### src/rtl/pic_bus_master.sv
// 8259A bus initiator: turns INIT/WRITE/READ commands into
// timed CS/WR/RE/A0/D bus cycles with a one-cycle completion pulse.
module pic_bus_master #(
  parameter int STROBE_CYCLES   = 2,
  parameter int RECOVERY_CYCLES = 1
) (
  input  logic       clk,
  input  logic       rst_n,
  input  logic       cmd_valid,
  output logic       cmd_ready,
  input  logic [1:0] cmd_op,
  input  logic       cmd_a0,
  input  logic [7:0] cmd_data,
  input  logic [1:0] cmd_sel,
  input  logic [7:0] icw1,
  input  logic [7:0] icw2,
  input  logic [7:0] icw3,
  input  logic [7:0] icw4,
  output logic       CS,
  output logic       WR,
  output logic       RE,
  output logic       A0,
  output logic [7:0] D_out,
  output logic       D_oe,
  input  logic [7:0] D_in,
  output logic       rsp_valid,
  output logic [7:0] rsp_data,
  output logic       init_done
);

  typedef enum logic [2:0] {
    S_IDLE, S_SETUP, S_STROBE, S_HOLD, S_RECOVER, S_DONE
  } state_t;

  localparam logic [3:0] STB_LAST = 4'(STROBE_CYCLES - 1);
  localparam logic [3:0] REC_LAST = 4'(RECOVERY_CYCLES - 1);

  state_t          state_q, state_d;
  logic [3:0]      cnt_q, cnt_d;
  logic [1:0]      idx_q, idx_d;
  logic [1:0]      last_q, last_d;
  logic [3:0]      rdl_q, rdl_d;
  logic [3:0]      a0l_q, a0l_d;
  logic [3:0][7:0] datl_q, datl_d;
  logic            is_init_q, is_init_d;
  logic            is_rd_q, is_rd_d;
  logic            cs_q, cs_d;
  logic            wr_q, wr_d;
  logic            re_q, re_d;
  logic            a0_q, a0_d;
  logic [7:0]      dout_q, dout_d;
  logic            doe_q, doe_d;
  logic            rv_q, rv_d;
  logic [7:0]      rdat_q, rdat_d;
  logic            idone_q, idone_d;
  logic            rdy_q, rdy_d;
  logic            go_setup, go_done;
  logic [2:0]      n;

  always_comb begin
    state_d   = state_q;
    cnt_d     = cnt_q;
    idx_d     = idx_q;
    last_d    = last_q;
    rdl_d     = rdl_q;
    a0l_d     = a0l_q;
    datl_d    = datl_q;
    is_init_d = is_init_q;
    is_rd_d   = is_rd_q;
    cs_d      = cs_q;
    wr_d      = wr_q;
    re_d      = re_q;
    a0_d      = a0_q;
    dout_d    = dout_q;
    doe_d     = doe_q;
    rv_d      = 1'b0;
    rdat_d    = rdat_q;
    idone_d   = idone_q;
    rdy_d     = rdy_q;
    go_setup  = 1'b0;
    go_done   = 1'b0;
    n         = 3'd0;

    unique case (state_q)
      S_SETUP: begin
        state_d = S_STROBE;
        cnt_d   = STB_LAST;
        wr_d    = rdl_q[idx_q];
        re_d    = !rdl_q[idx_q];
      end
      S_STROBE: begin
        if (cnt_q == 4'd0) begin
          state_d = S_HOLD;
          wr_d    = 1'b1;
          re_d    = 1'b1;
          if (rdl_q[idx_q]) rdat_d = D_in;
        end else begin
          cnt_d = cnt_q - 4'd1;
        end
      end
      S_HOLD: begin
        state_d = S_RECOVER;
        cs_d    = 1'b1;
        doe_d   = 1'b0;
        cnt_d   = REC_LAST;
      end
      S_RECOVER: begin
        if (cnt_q != 4'd0) begin
          cnt_d = cnt_q - 4'd1;
        end else if (idx_q == last_q) begin
          go_done = 1'b1;
        end else begin
          idx_d    = idx_q + 2'd1;
          go_setup = 1'b1;
        end
      end
      S_DONE: state_d = S_IDLE;
      default: ;
    endcase

    // Accept: build the whole bus-cycle list from the sampled fields
    if (rdy_q && cmd_valid) begin
      rdy_d     = 1'b0;
      rdl_d     = 4'b0000;
      a0l_d     = 4'b0000;
      datl_d    = '0;
      idx_d     = 2'd0;
      last_d    = 2'd0;
      is_init_d = (cmd_op == 2'b00);
      is_rd_d   = (cmd_op == 2'b10);
      go_setup  = 1'b1;
      unique case (cmd_op)
        2'b00: begin
          a0l_d     = 4'b1110;
          datl_d[0] = icw1 | 8'h10;
          datl_d[1] = icw2;
          n         = 3'd2;
          if (!icw1[1]) begin
            datl_d[n[1:0]] = icw3;
            n = n + 3'd1;
          end
          if (icw1[0]) begin
            datl_d[n[1:0]] = icw4;
            n = n + 3'd1;
          end
          last_d  = 2'(n - 3'd1);
          idone_d = 1'b0;
        end
        2'b01: begin
          a0l_d[0]  = cmd_a0;
          datl_d[0] = cmd_data;
        end
        2'b10: begin
          if (cmd_sel[1]) begin
            rdl_d = 4'b0001;
            a0l_d = 4'b0001;
          end else begin
            rdl_d     = 4'b0010;
            datl_d[0] = {7'h05, cmd_sel[0]};
            last_d    = 2'd1;
          end
        end
        default: begin
          go_setup = 1'b0;
          go_done  = 1'b1;
        end
      endcase
    end

    if (go_setup) begin
      state_d = S_SETUP;
      cs_d    = 1'b0;
      a0_d    = a0l_d[idx_d];
      dout_d  = datl_d[idx_d];
      doe_d   = !rdl_d[idx_d];
    end
    if (go_done) begin
      state_d = S_DONE;
      rv_d    = 1'b1;
      rdy_d   = 1'b1;
      if (is_init_d) idone_d = 1'b1;
      if (!is_rd_d) rdat_d = 8'h00;
    end
  end

  always_ff @(posedge clk or negedge rst_n) begin
    if (!rst_n) begin
      state_q   <= S_IDLE;
      cnt_q     <= 4'd0;
      idx_q     <= 2'd0;
      last_q    <= 2'd0;
      rdl_q     <= 4'b0000;
      a0l_q     <= 4'b0000;
      datl_q    <= '0;
      is_init_q <= 1'b0;
      is_rd_q   <= 1'b0;
      cs_q      <= 1'b1;
      wr_q      <= 1'b1;
      re_q      <= 1'b1;
      a0_q      <= 1'b0;
      dout_q    <= 8'h00;
      doe_q     <= 1'b0;
      rv_q      <= 1'b0;
      rdat_q    <= 8'h00;
      idone_q   <= 1'b0;
      rdy_q     <= 1'b1;
    end else begin
      state_q   <= state_d;
      cnt_q     <= cnt_d;
      idx_q     <= idx_d;
      last_q    <= last_d;
      rdl_q     <= rdl_d;
      a0l_q     <= a0l_d;
      datl_q    <= datl_d;
      is_init_q <= is_init_d;
      is_rd_q   <= is_rd_d;
      cs_q      <= cs_d;
      wr_q      <= wr_d;
      re_q      <= re_d;
      a0_q      <= a0_d;
      dout_q    <= dout_d;
      doe_q     <= doe_d;
      rv_q      <= rv_d;
      rdat_q    <= rdat_d;
      idone_q   <= idone_d;
      rdy_q     <= rdy_d;
    end
  end

  assign cmd_ready = rdy_q;
  assign CS        = cs_q;
  assign WR        = wr_q;
  assign RE        = re_q;
  assign A0        = a0_q;
  assign D_out     = dout_q;
  assign D_oe      = doe_q;
  assign rsp_valid = rv_q;
  assign rsp_data  = rdat_q;
  assign init_done = idone_q;

endmodule

### config.mk
export PLATFORM = sky130hd
export DESIGN_NAME = pic_bus_master
export DESIGN_NICKNAME = d
export VERILOG_FILES = /design/src/rtl/pic_bus_master.sv
export SDC_FILE = /design/constraint.sdc
export NUM_CORES = 1
export LEC_CHECK = 0
export ABC_AREA = 1
export BUFFER_PORTS_ARGS = -buffer_cell sky130_fd_sc_hd__buf_2
export CORE_MARGIN = 2
export CORE_UTILIZATION = 43
export CTS_CLUSTER_DIAMETER = 120
export DETAILED_ROUTE_END_ITERATION = 6
export PLACE_DENSITY_LB_ADDON = 0.1
export SLEW_MARGIN = 20
export SYNTH_ARGS = -nofsm -noshare
export SYNTH_HDL_FRONTEND = slang
export SYNTH_SLANG_ARGS = --single-unit
### constraint.sdc
create_clock -name clk -period 1.6 [get_ports clk]
set_clock_uncertainty 0.1 [all_clocks]
set_input_delay 0.08 -clock clk [delete_from_list [all_inputs] [get_ports clk]]
set_output_delay 0.08 -clock clk [all_outputs]
set_load 0.05 [all_outputs]
# ---- Word-level counts from Yosys, hierarchy flattened
# Index checks and enable logic that the tools add are counted.
dict set report classes {
  reduce_logical 16
  addsub 4
  eq_ne 12
  order_cmp 4
  muxes 76
}
# operator count
set op_table {}
lappend op_table {{two-way mux 8 bit} 10}
lappend op_table {{two-way mux 32 bit} 2}
lappend op_table {{bitwise mux 32 bit} 1}
lappend op_table {{two-way mux 1 bit} 30}
lappend op_table {{two-way mux 24 bit} 1}
lappend op_table {{case mux 8 bit (3 select lines)} 1}
lappend op_table {{two-way mux 2 bit} 11}
lappend op_table {{two-way mux 4 bit} 5}
lappend op_table {{binary-select mux 8 bit (select 2 bit)} 1}
lappend op_table {{demux 8 bit (select 2 bit)} 1}
lappend op_table {{case mux 4 bit (4 select lines)} 1}
lappend op_table {{case mux 3 bit (4 select lines)} 1}
lappend op_table {{< comparator 2 x 3 -> 1 bit (second input constant)} 3}
lappend op_table {{two-way mux 3 bit} 3}
lappend op_table {{nonzero test 4 bit} 2}
lappend op_table {{binary-select mux 1 bit (select 2 bit)} 3}
lappend op_table {{== test 3 x 2 -> 1 bit (second input constant)} 2}
lappend op_table {{== test 3 bit (second input constant)} 2}
lappend op_table {{inequality test 2 bit (second input constant)} 3}
lappend op_table {{case mux 1 bit (2 select lines)} 3}
lappend op_table {{case mux 3 bit (2 select lines)} 1}
lappend op_table {{nonzero test 2 bit} 3}
lappend op_table {{nonzero test 6 bit} 1}
lappend op_table {{adder 2 x 1 -> 2 bit (second input constant)} 2}
lappend op_table {{16 further kinds} 19}
dict set report word_totals {
  wordCells 134
  ff_bits 77
}

# ---- Longest topological paths before layout
# Gate-level depths: netlist (run 1).
dict set report logic_depth {
  depth_word 13
  mapped_depth 14
}

# ---- Least setup slack after synthesis (run 1)
# Ideal clock, no wire load.
dict set report synth_path {
  kind {register to register}
  startpoint {register rdy_q, in the netlist cmd_ready}
  endpoint {register state_q[2]}
  slack_ns -0.346
  arrival_time_ns 1.716
  required_ns 1.370
  stages_incl_launch_ff 7
  setup_time_ns 0.130
  n_path_buf 0
  path_cell_list {dfstp_2 nand2_1 nor2_1 o21bai_2 inv_2 a31oi_1 o21ai_1}
}
dict set report synth_via {
  elab_chain_cells 4
}
# item line
set synth_rtl {}
lappend synth_rtl {{start, declared} 56} ;# logic rdy_q, rdy_d;
lappend synth_rtl {{start signal, assigned} 226} ;# rdy_q <= rdy_d;
lappend synth_rtl {{logical AND 1 bit *} 122} ;# if (rdy_q && cmd_valid) begin
lappend synth_rtl {{two-way mux 1 bit} 122}
lappend synth_rtl {{inequality test 4 bit (no line) (tied with other cells)} --}
lappend synth_rtl {{AND reduction 2 bit (no line) / two-way mux 3 bit (equally long branches)} --}
lappend synth_rtl {{end signal, assigned} 208} ;# state_q <= state_d;
lappend synth_rtl {{end, declared} 38} ;# state_t state_q, state_d;
# Every way passes the cells marked *; elsewhere a longest branch is shown, timed or not.
# A chain may end at the register's enable or synchronous reset.

# ---- Final worst setup path (run 1)
dict set report layout_path {
  startpoint {register cnt_q[0]}
  endpoint {register dout_q[2], in the netlist D_out[2]}
}
dict set report layout_via {
  elab_chain_cells 6
}
# item line
set layout_rtl {}
lappend layout_rtl {{start, declared} 39} ;# logic [3:0] cnt_q, cnt_d;
lappend layout_rtl {{start signal, assigned} 209} ;# cnt_q <= cnt_d;
lappend layout_rtl {{nonzero test 4 bit *} 108} ;# if (cnt_q != 4'd0) begin
lappend layout_rtl {{two-way mux 2 bit} 108}
lappend layout_rtl {{two-way mux 2 bit} 84} ;# unique case (state_q)
lappend layout_rtl {{two-way mux 2 bit} 122}
lappend layout_rtl {{binary-select mux 8 bit (select 2 bit)} 174} ;# dout_d = datl_d[idx_d];
lappend layout_rtl {{two-way mux 8 bit (not written as such)} 174}
lappend layout_rtl {{end signal, assigned} 221} ;# dout_q <= dout_d;
lappend layout_rtl {{end, declared} 51} ;# logic [7:0] dout_q, dout_d;
# Every way passes the cells marked *; elsewhere a longest branch is shown, timed or not. The select of a mux whose other input is x is not followed.

==> results.toml, run 1 <==
[sta]
worst_pin_slew_ns = 0.3846
finalSetupViolCount = 23
finalCritPeriodShare_pct = 113.1
setup_tns_ns = -3.359
max-slew-margin-rel_pct = 74.36
fin_crit_ns = 1.810
fin_ws_ns = -0.2103
slew_viol_final = 0
rsz0062_at_grt = "true"
hold_ws_ns = 0.01431
finalHoldViolations = 0
max_freq_mhz = 552.4

[global_routing]
grt.total_usage_pct = 23.70
grt_pass1_vias = 4018
grt_pass1_wl_um = 18680
grt_overflow = 0
antenna_found_initial = 0
grt_max_degree = 29

[pwr]
combPwrFrac_pct = 57.1
p_int_mw = 6.326
p_seq_share_pct = 27.9
power.share.clock_pct = 15.0
p_leak_nw = 3.279
vdd_drop_max_mv = 0.8034
p_sw_share_pct = 44.19
powerDensity_nw_per_um2 = 1877
p_sw_mw = 5.008

[setup_path]
crit_chain = "inv_2 > ha_4 > nand2_4 > nor2_4 > nand3_4 > nand2_4 > inv_2 > nor2_4 > buf_6 > nand3_2 > nand2_2 > nand2_1 > nand2_1"
reg2reg_depth = 13
critPathMaxFanout = 6
path_buf_inv = 3
critical-path-max-stage-delay_ns = 0.39
cp-start-kind = "flip-flop"
worstPathRequired_ns = 1.80
critPathCaptureType = "flip-flop"
crit_family = "simple AND/OR/NAND/NOR gates"
crit_cells = 13
cp_slowest_cell = "dfrtp_1"
path_class = "reg -> reg"
crit_arrival_ns = 2.01

[layout]
fin_cells = 799
area_delta_synth_final_pct = 53.56
fillers = 721
nNetsFinal = 748
diodes = 0
drive_gt1_share_pct = 38.06

[yosys]
synth_nets = 563
syn_inst = 501
syn_area_per_cell_um2 = 7.847
ys_seq_elements = 77
yosysWarningCount = 0
synth-seq-area-share_pct = 49.14
synth_cell_types = 32
netlist_area_um2 = 3931

[floorplanning]
initial_utilization_pct = 44.64
core-area_um2 = 8806
die_width_um = 99.62
num_rows = 34
die-area_um2 = 9923
die_y_um = 99.62
io_pins = 80

[route]
finalWirelength_um = 11010
drt_iter0_markers = 140
vias_per_cell = 4.944
vias = 3950
drc = 0
ant_nets = 0
wl_per_cell_um = 13.77
drt_first_pass_iters = 4

[clocking]
root_buffer = "clkbuf_8"
cts_tree = "done"
clk_pin_slew_ns = 0.08
cts_buffers = 9
cts_buffer_depth = 2
insertion_delay_ns = 0.36
cts_max_level = 3
cts.sink_count = 77

[place]
dp_hpwl_um = 7789
gp_congestion = 0.8709
dp_cells = 739
port_buffers = 78

[run_status]
status = "complete, but fails checks"
violations = "setup timing"

[flow_run]
timing.max_cap.violations = 0

[hold_path]
hold_depth = 4
hp-class = "in -> reg"
==> repair_timing <==
action / in CTS / in global routing
hold buffers: 34 / 0
gates cloned: 0 / 1
endpoints found under the hold margin: 110 / 0
pin swaps: 16 / 20
endpoints found under the setup margin: 34 / 39
buffers inserted: 5 / 5
resized for setup: 32 / 49
==> Yosys cell counts (all sizes together) <==
master / count / area share, %
nand2: 119 / 12
inv: 85 / 8.1
dfrtp: 73 / 46
nor2: 53 / 5.4
nand3: 36 / 5.0
o21ai: 28 / 3.7
nand4: 23 / 3.7
a21oi: 20 / 2.5
buf: 17 / 2.3
a22oi: 11 / 2.1
o22ai: 7 / 1.1
ha: 6 / 1.9
a22o: 5 / 1.1
dfstp: 4 / 2.7
clkbuf: 3 / 0.29
a31oi: 2 / 0.32
or2: 2 / 0.32
xor2: 2 / 0.45
a41oi: 1 / 0.22
clkinv: 1 / 0.095
nand3b: 1 / 0.19
o21bai: 1 / 0.29
o31ai: 1 / 0.19
==> layout make-up <==
type                            instances  area (um^2)  area share [%]
Sequential cell                        77         1932           32.00
Clock buffer                           10        137.6           2.280
Timing Repair Buffer                  193         1491           24.70
Inverter                               86        327.8           5.430
Multi-Input combinational cell        319         1922           31.83
Clock inverter                          6        91.34           1.513
Tap cell                              108        135.1           2.238
==> cell usage in the layout, fill, tap and decap left out, types with 6 or more instances in the layout <==
| cell | netlist | routed |
|---|---|---|
| nand2_1 | 116 | 105 |
| buf_2 | 13 | 77 |
| dfrtp_1 | 73 | 73 |
| inv_1 | 82 | 72 |
| buf_4 | 3 | 64 |
| nor2_1 | 49 | 44 |
| dlygate4sd3_1 | 0 | 34 |
| nand4_1 | 23 | 23 |
| a21oi_1 | 20 | 19 |
| nand3_1 | 33 | 18 |
| nand3_2 | 3 | 16 |
| inv_2 | 3 | 12 |
| o21ai_2 | 1 | 11 |
| o21ai_0 | 25 | 10 |
| clkbuf_8 | 0 | 10 |
| a22oi_2 | 0 | 9 |
| buf_12 | 0 | 9 |
| nand2_2 | 3 | 8 |
| buf_6 | 0 | 8 |
| nand2_4 | 0 | 6 |
| nor2_4 | 1 | 6 |
| o21ai_1 | 2 | 6 |
| o22ai_1 | 7 | 6 |
==> routing by layer <==
layer	global-route usage (%)	up-vias	part of all wire (%)
met4	7.482	0	1.6
li1	-	1987	-
met2	42.10	93	51
met5	0	-	0
met3	2.952	14	3.5
met1	30.10	1856	44
==> state kept, by name, indices dropped and copies added (netlist names), 3 cells and up <==
register	cells
a0l_q	4
cnt_q	4
rsp_data	8
datl_q	32
rdl_q	4
state_q	3
D_out	8
==> per-stage QoR <==
step / utilization [%] / power (mW) / instance area [um^2] / setup slack [ns]
finish: 68.56 / 11.33 / 6037 / -0.2103
global route: 68.56 / 12.20 / 6037 / -0.3249
CTS: 66.30 / 10.93 / 5838 / -0.2224
detailed placement: 57.72 / 8.835 / 5082 / -0.2644
global placement: 57.72 / 8.723 / 5082 / -0.2180
floorplan: - / 6.788 / 4065 / -0.1538
==> worst reg2reg max path: stages, from the launching register on <==
cell,delay [ns]
dfrtp_1,0.39
inv_2,0.08
ha_4,0.14
nand2_4,0.06
nor2_4,0.18
nand3_4,0.12
nand2_4,0.11
inv_2,0.05
nor2_4,0.13
buf_6,0.16
nand3_2,0.09
nand2_2,0.06
nand2_1,0.05
nand2_1,0.05
==> power by group through the flow <==
stage	combinational [mW]	sequential (mW)	clock, mW
CTS	6.04	3.15	1.74
detailed placement	5.65	3.19	0
global route	7.13	3.26	1.82
finish	6.47	3.16	1.71
floorplan	2.66	4.13	0
global placement	5.55	3.17	0
==> worst paths after layout <==
check | slack (ns) | startpoint | end
min | 0.01 | cmd_data[7] | datl_q[7]
min reg2reg | 0.39 | D_out[2] | D_out[2]
max reg2reg | -0.21 | cnt_q[0] | D_out[2]
min in group asynchronous | 0.07 | rst_n | rsp_valid
max in group asynchronous | 0.85 | rst_n | datl_q[16]
max | -0.21 | cnt_q[0] | D_out[2]
==> cells by family (layout without fill, tap and decap cells) <==
group	after synthesis	after routing	share of synthesized area, %
flops	77	77	49.14
buf+inv	106	295	10.82
fa+ha+maj	6	6	1.910
compound gates	76	76	11.55
xor+xnor	2	2	0.4457
simple gates	234	235	26.13
Power figures use the tool's default switching activity.
==> run 2: changes to the inputs <==
--- a/config.mk
+++ b/config.mk
@@ -5,10 +5,9 @@
 export SDC_FILE = /design/constraint.sdc
 export NUM_CORES = 1
 export LEC_CHECK = 0
-export ABC_AREA = 1
 export BUFFER_PORTS_ARGS = -buffer_cell sky130_fd_sc_hd__buf_2
 export CORE_MARGIN = 2
-export CORE_UTILIZATION = 43
+export CORE_UTILIZATION = 49
 export CTS_CLUSTER_DIAMETER = 120
 export DETAILED_ROUTE_END_ITERATION = 6
 export PLACE_DENSITY_LB_ADDON = 0.1
==> run 2 against run 1 <==
  * Die area shrank 14%
  * Global-route usage grew 1.8 points
  * Register-to-register slack lost 0.28 ns
  * Largest cell class unchanged
  * Critical path type unchanged
  * Final cell count shrank 18%
  * Worst setup slack lost 0.28 ns
  * Final area shrank 8.6%
  * The flow still finishes with violations (setup timing)
==> results.toml, run 2 <==
[run_status]
violations = "setup timing"
status = "complete, but fails checks"

[setup_path]
startpoint = "cnt_q[0]"
regToRegStartpoint = "cnt_q[0]"
crit_arrival_ns = 2.24
path_class = "reg -> reg"
reg2reg_depth = 9
critical-path-max-stage-delay_ns = 0.40
timing.rr.end = "D_oe"
cp_slowest_cell = "dfrtp_1"
rrSetupSlack_ns = -0.49
cp-start-kind = "flip-flop"
worstPathRequired_ns = 1.75
endpoint = "D_oe"
critPathCaptureType = "flip-flop"
critPathMaxFanout = 5
crit_chain = "inv_2 > ha_4 > nor3b_4 > o211a_4 > nand3_2 > nand2_4 > clkbuf_4 > mux2i_2 > o21ai_1"

[yosys]
synth-seq-area-share_pct = 50.77
yosysWarningCount = 0
ys_seq_elements = 77
syn_area_per_cell_um2 = 10.04
synth_nets = 441
synth_top_family_by_area = "compound AO/OA/AOI/OAI gates"
synth_edf_count = 0
synth.area.top_cells = "dfrtp_1 (48%), nand2_1 (7.1%), mux2i_1 (5.5%)"
synthAdderAreaFrac_pct = 1.973
muxShareOfSynthArea_pct = 6.807
async_reset_ff_share_pct = 100.0
synth-compound-area-share_pct = 18.09
synth-xor-area-share_pct = 2.039
yosysMostFrequentCell = "dfrtp_1"
synth_common_cells = "dfrtp_1 (73), nand2_1 (72), o21ai_0 (27)"
synth_cell_types = 51
synth.largest_area_cell = "dfrtp_1"
yosys.area_share.simple_pct = 16.24
netlist_area_um2 = 3805
syn_inst = 379
yosysTopAreaCellShare_pct = 48.01
synth_flop_cell = "dfrtp_1"

[hold_path]
min_from = "icw3[0]"
hp-class = "in -> reg"

[layout]
final_cell_mix = "buf_2 (78), dfrtp_1 (73), nand2_1 (70)"
nNetsFinal = 610
diodes = 0
drive_gt1_share_pct = 38.34
area_delta_synth_final_pct = 45.02
largest_reg_flops = 32
utilization_pct = 72.53
regMostFlops = "datl_q"
fillers = 568
fin_cells = 655
final_common_cell = "buf_2"
fin_area_um2 = 5518

[floorplanning]
initial_utilization_pct = 50.02
core-area_um2 = 7607
num_rows = 32
die_width_um = 92.12
die_y_um = 92.12
io_pins = 80
die-area_um2 = 8486

[global_routing]
grt.total_usage_pct = 25.51
grt_max_degree = 43
grt_pass1_wl_um = 16600
antenna_found_initial = 0
grt_overflow = 0
grt_pass1_vias = 3386

[sta]
fin_crit_ns = 2.091
finalSetupViolCount = 30
worst_pin_slew_ns = 0.5362
finalHoldViolations = 0
finalCritPeriodShare_pct = 130.7
setup_tns_ns = -8.354
rsz0062_at_grt = "true"
max_freq_mhz = 478.3
max-slew-margin-rel_pct = 64.26
slew_viol_final = 0
fin_ws_ns = -0.4906

[flow_run]
timing.max_cap.violations = 0

[clocking]
cts_tree = "done"
cts_buffer_depth = 2
cts_max_level = 3
root_buffer = "clkbuf_8"
insertion_delay_ns = 0.37
cts.sink_count = 77
clk_pin_slew_ns = 0.08
cts_buffers = 9

[place]
gp_congestion = 0.8793
dp_hpwl_um = 7267
dp_cells = 601
port_buffers = 78
place_area_um2 = 4781

[pwr]
powerDensity_nw_per_um2 = 1666
p_leak_nw = 2.781
p_total_mw = 9.193
vdd_drop_max_mv = 0.8052

[route]
drt_iter0_markers = 175
finalWirelength_um = 10430
drc = 0
drt_first_pass_iters = 4
vias_per_cell = 5.311
vias = 3479
ant_nets = 0
wl_per_cell_um = 15.92
run 2: cell count changes after synthesis, moves of 10 or more:
cell	previous run	this run
a21o_1	0	11
buf_2	13	1
clkbuf_1	3	15
inv_1	82	11
mux2i_1	0	21
nand2_1	116	72
nand3_1	33	9
nand4_1	23	0
nor2_1	49	20
nor2b_1	0	10
o211ai_1	0	17
run 2: worst min path at each step:
stage | end | cells after the start | slack, ns
finish | datl_q[16] | 4 | 0.009
global route | datl_q[1] | 3 | 0.04
CTS | datl_q[17] | 4 | 0.008
detailed placement | cnt_q[2] | 1 | 0.002
global placement | cnt_q[1] | 1 | 0.007
floorplan | A0 | 0 | -0.32
run 2: cells by family (layout without fill, tap and decap cells):
family | count (synthesis) | count (layout)
buf+inv | 34 | 208
simple gates | 132 | 132
mux | 24 | 24
flops | 77 | 77
compound gates | 101 | 101
fa+ha+maj | 6 | 6
xor+xnor | 5 | 5
run 2: power by group:
group	leakage (nW)	switching (mW)	internal [mW]
clock	0.103	0.741	0.874
combinational	1.66	2.58	1.98
sequential	1.02	0.403	2.62
run 2: area by class of cell:
cell class                 count  area [um^2]  share of cell area [%]
clock buffer                  11        131.4                   2.381
clock inverter                 5        77.57                   1.406
inverter                      11        43.79                  0.7937
multi-input combinational    268         1862                   33.74
sequential                    77         1932                   35.01
tap                          102        127.6                   2.313
timing repair buffer         181         1344                   24.35
run 2: critical path: cells and delay by family (launching register included):
kind,cells,cell delay (ns)
buffers and inverters,2,0.27
AND/OR/NAND/NOR,3,0.49
flip-flops,1,0.40
AO/OA/AOI/OAI,2,0.35
adder cells (fa/ha/maj),1,0.13
multiplexers,1,0.23
run 2: through the flow:
step	hold slack, ns	setup WS [ns]
after floorplan	-0.3156	-0.5026
after global placement	0.006962	-0.4000
after detailed placement	0.002041	-0.4545
after CTS	0.007951	-0.4192
after global routing	0.03974	-0.5886
final	0.008673	-0.4906
run 2: repair_timing:
item / CTS / global route
gates resized for setup: 31 / 21
buffers inserted: 6 / 6
endpoints found under the setup margin: 35 / 42
cloned: 2 / 0
hold endpoints to repair: 73 / 0
pin swaps: 10 / 19
hold buffers: 28 / 0
run 2: routing by layer:
layer / routed length [um] / part of all wire, % / global-route usage (%) / vias up
met1: 4291 / 41 / 30.94 / 1693
met2: 5559 / 53 / 46.57 / 99
met3: 397 / 3.8 / 3.287 / 16
li1: - / - / - / 1671
met5: 0 / 0 / 0 / -
met4: 176 / 1.7 / 8.831 / 0
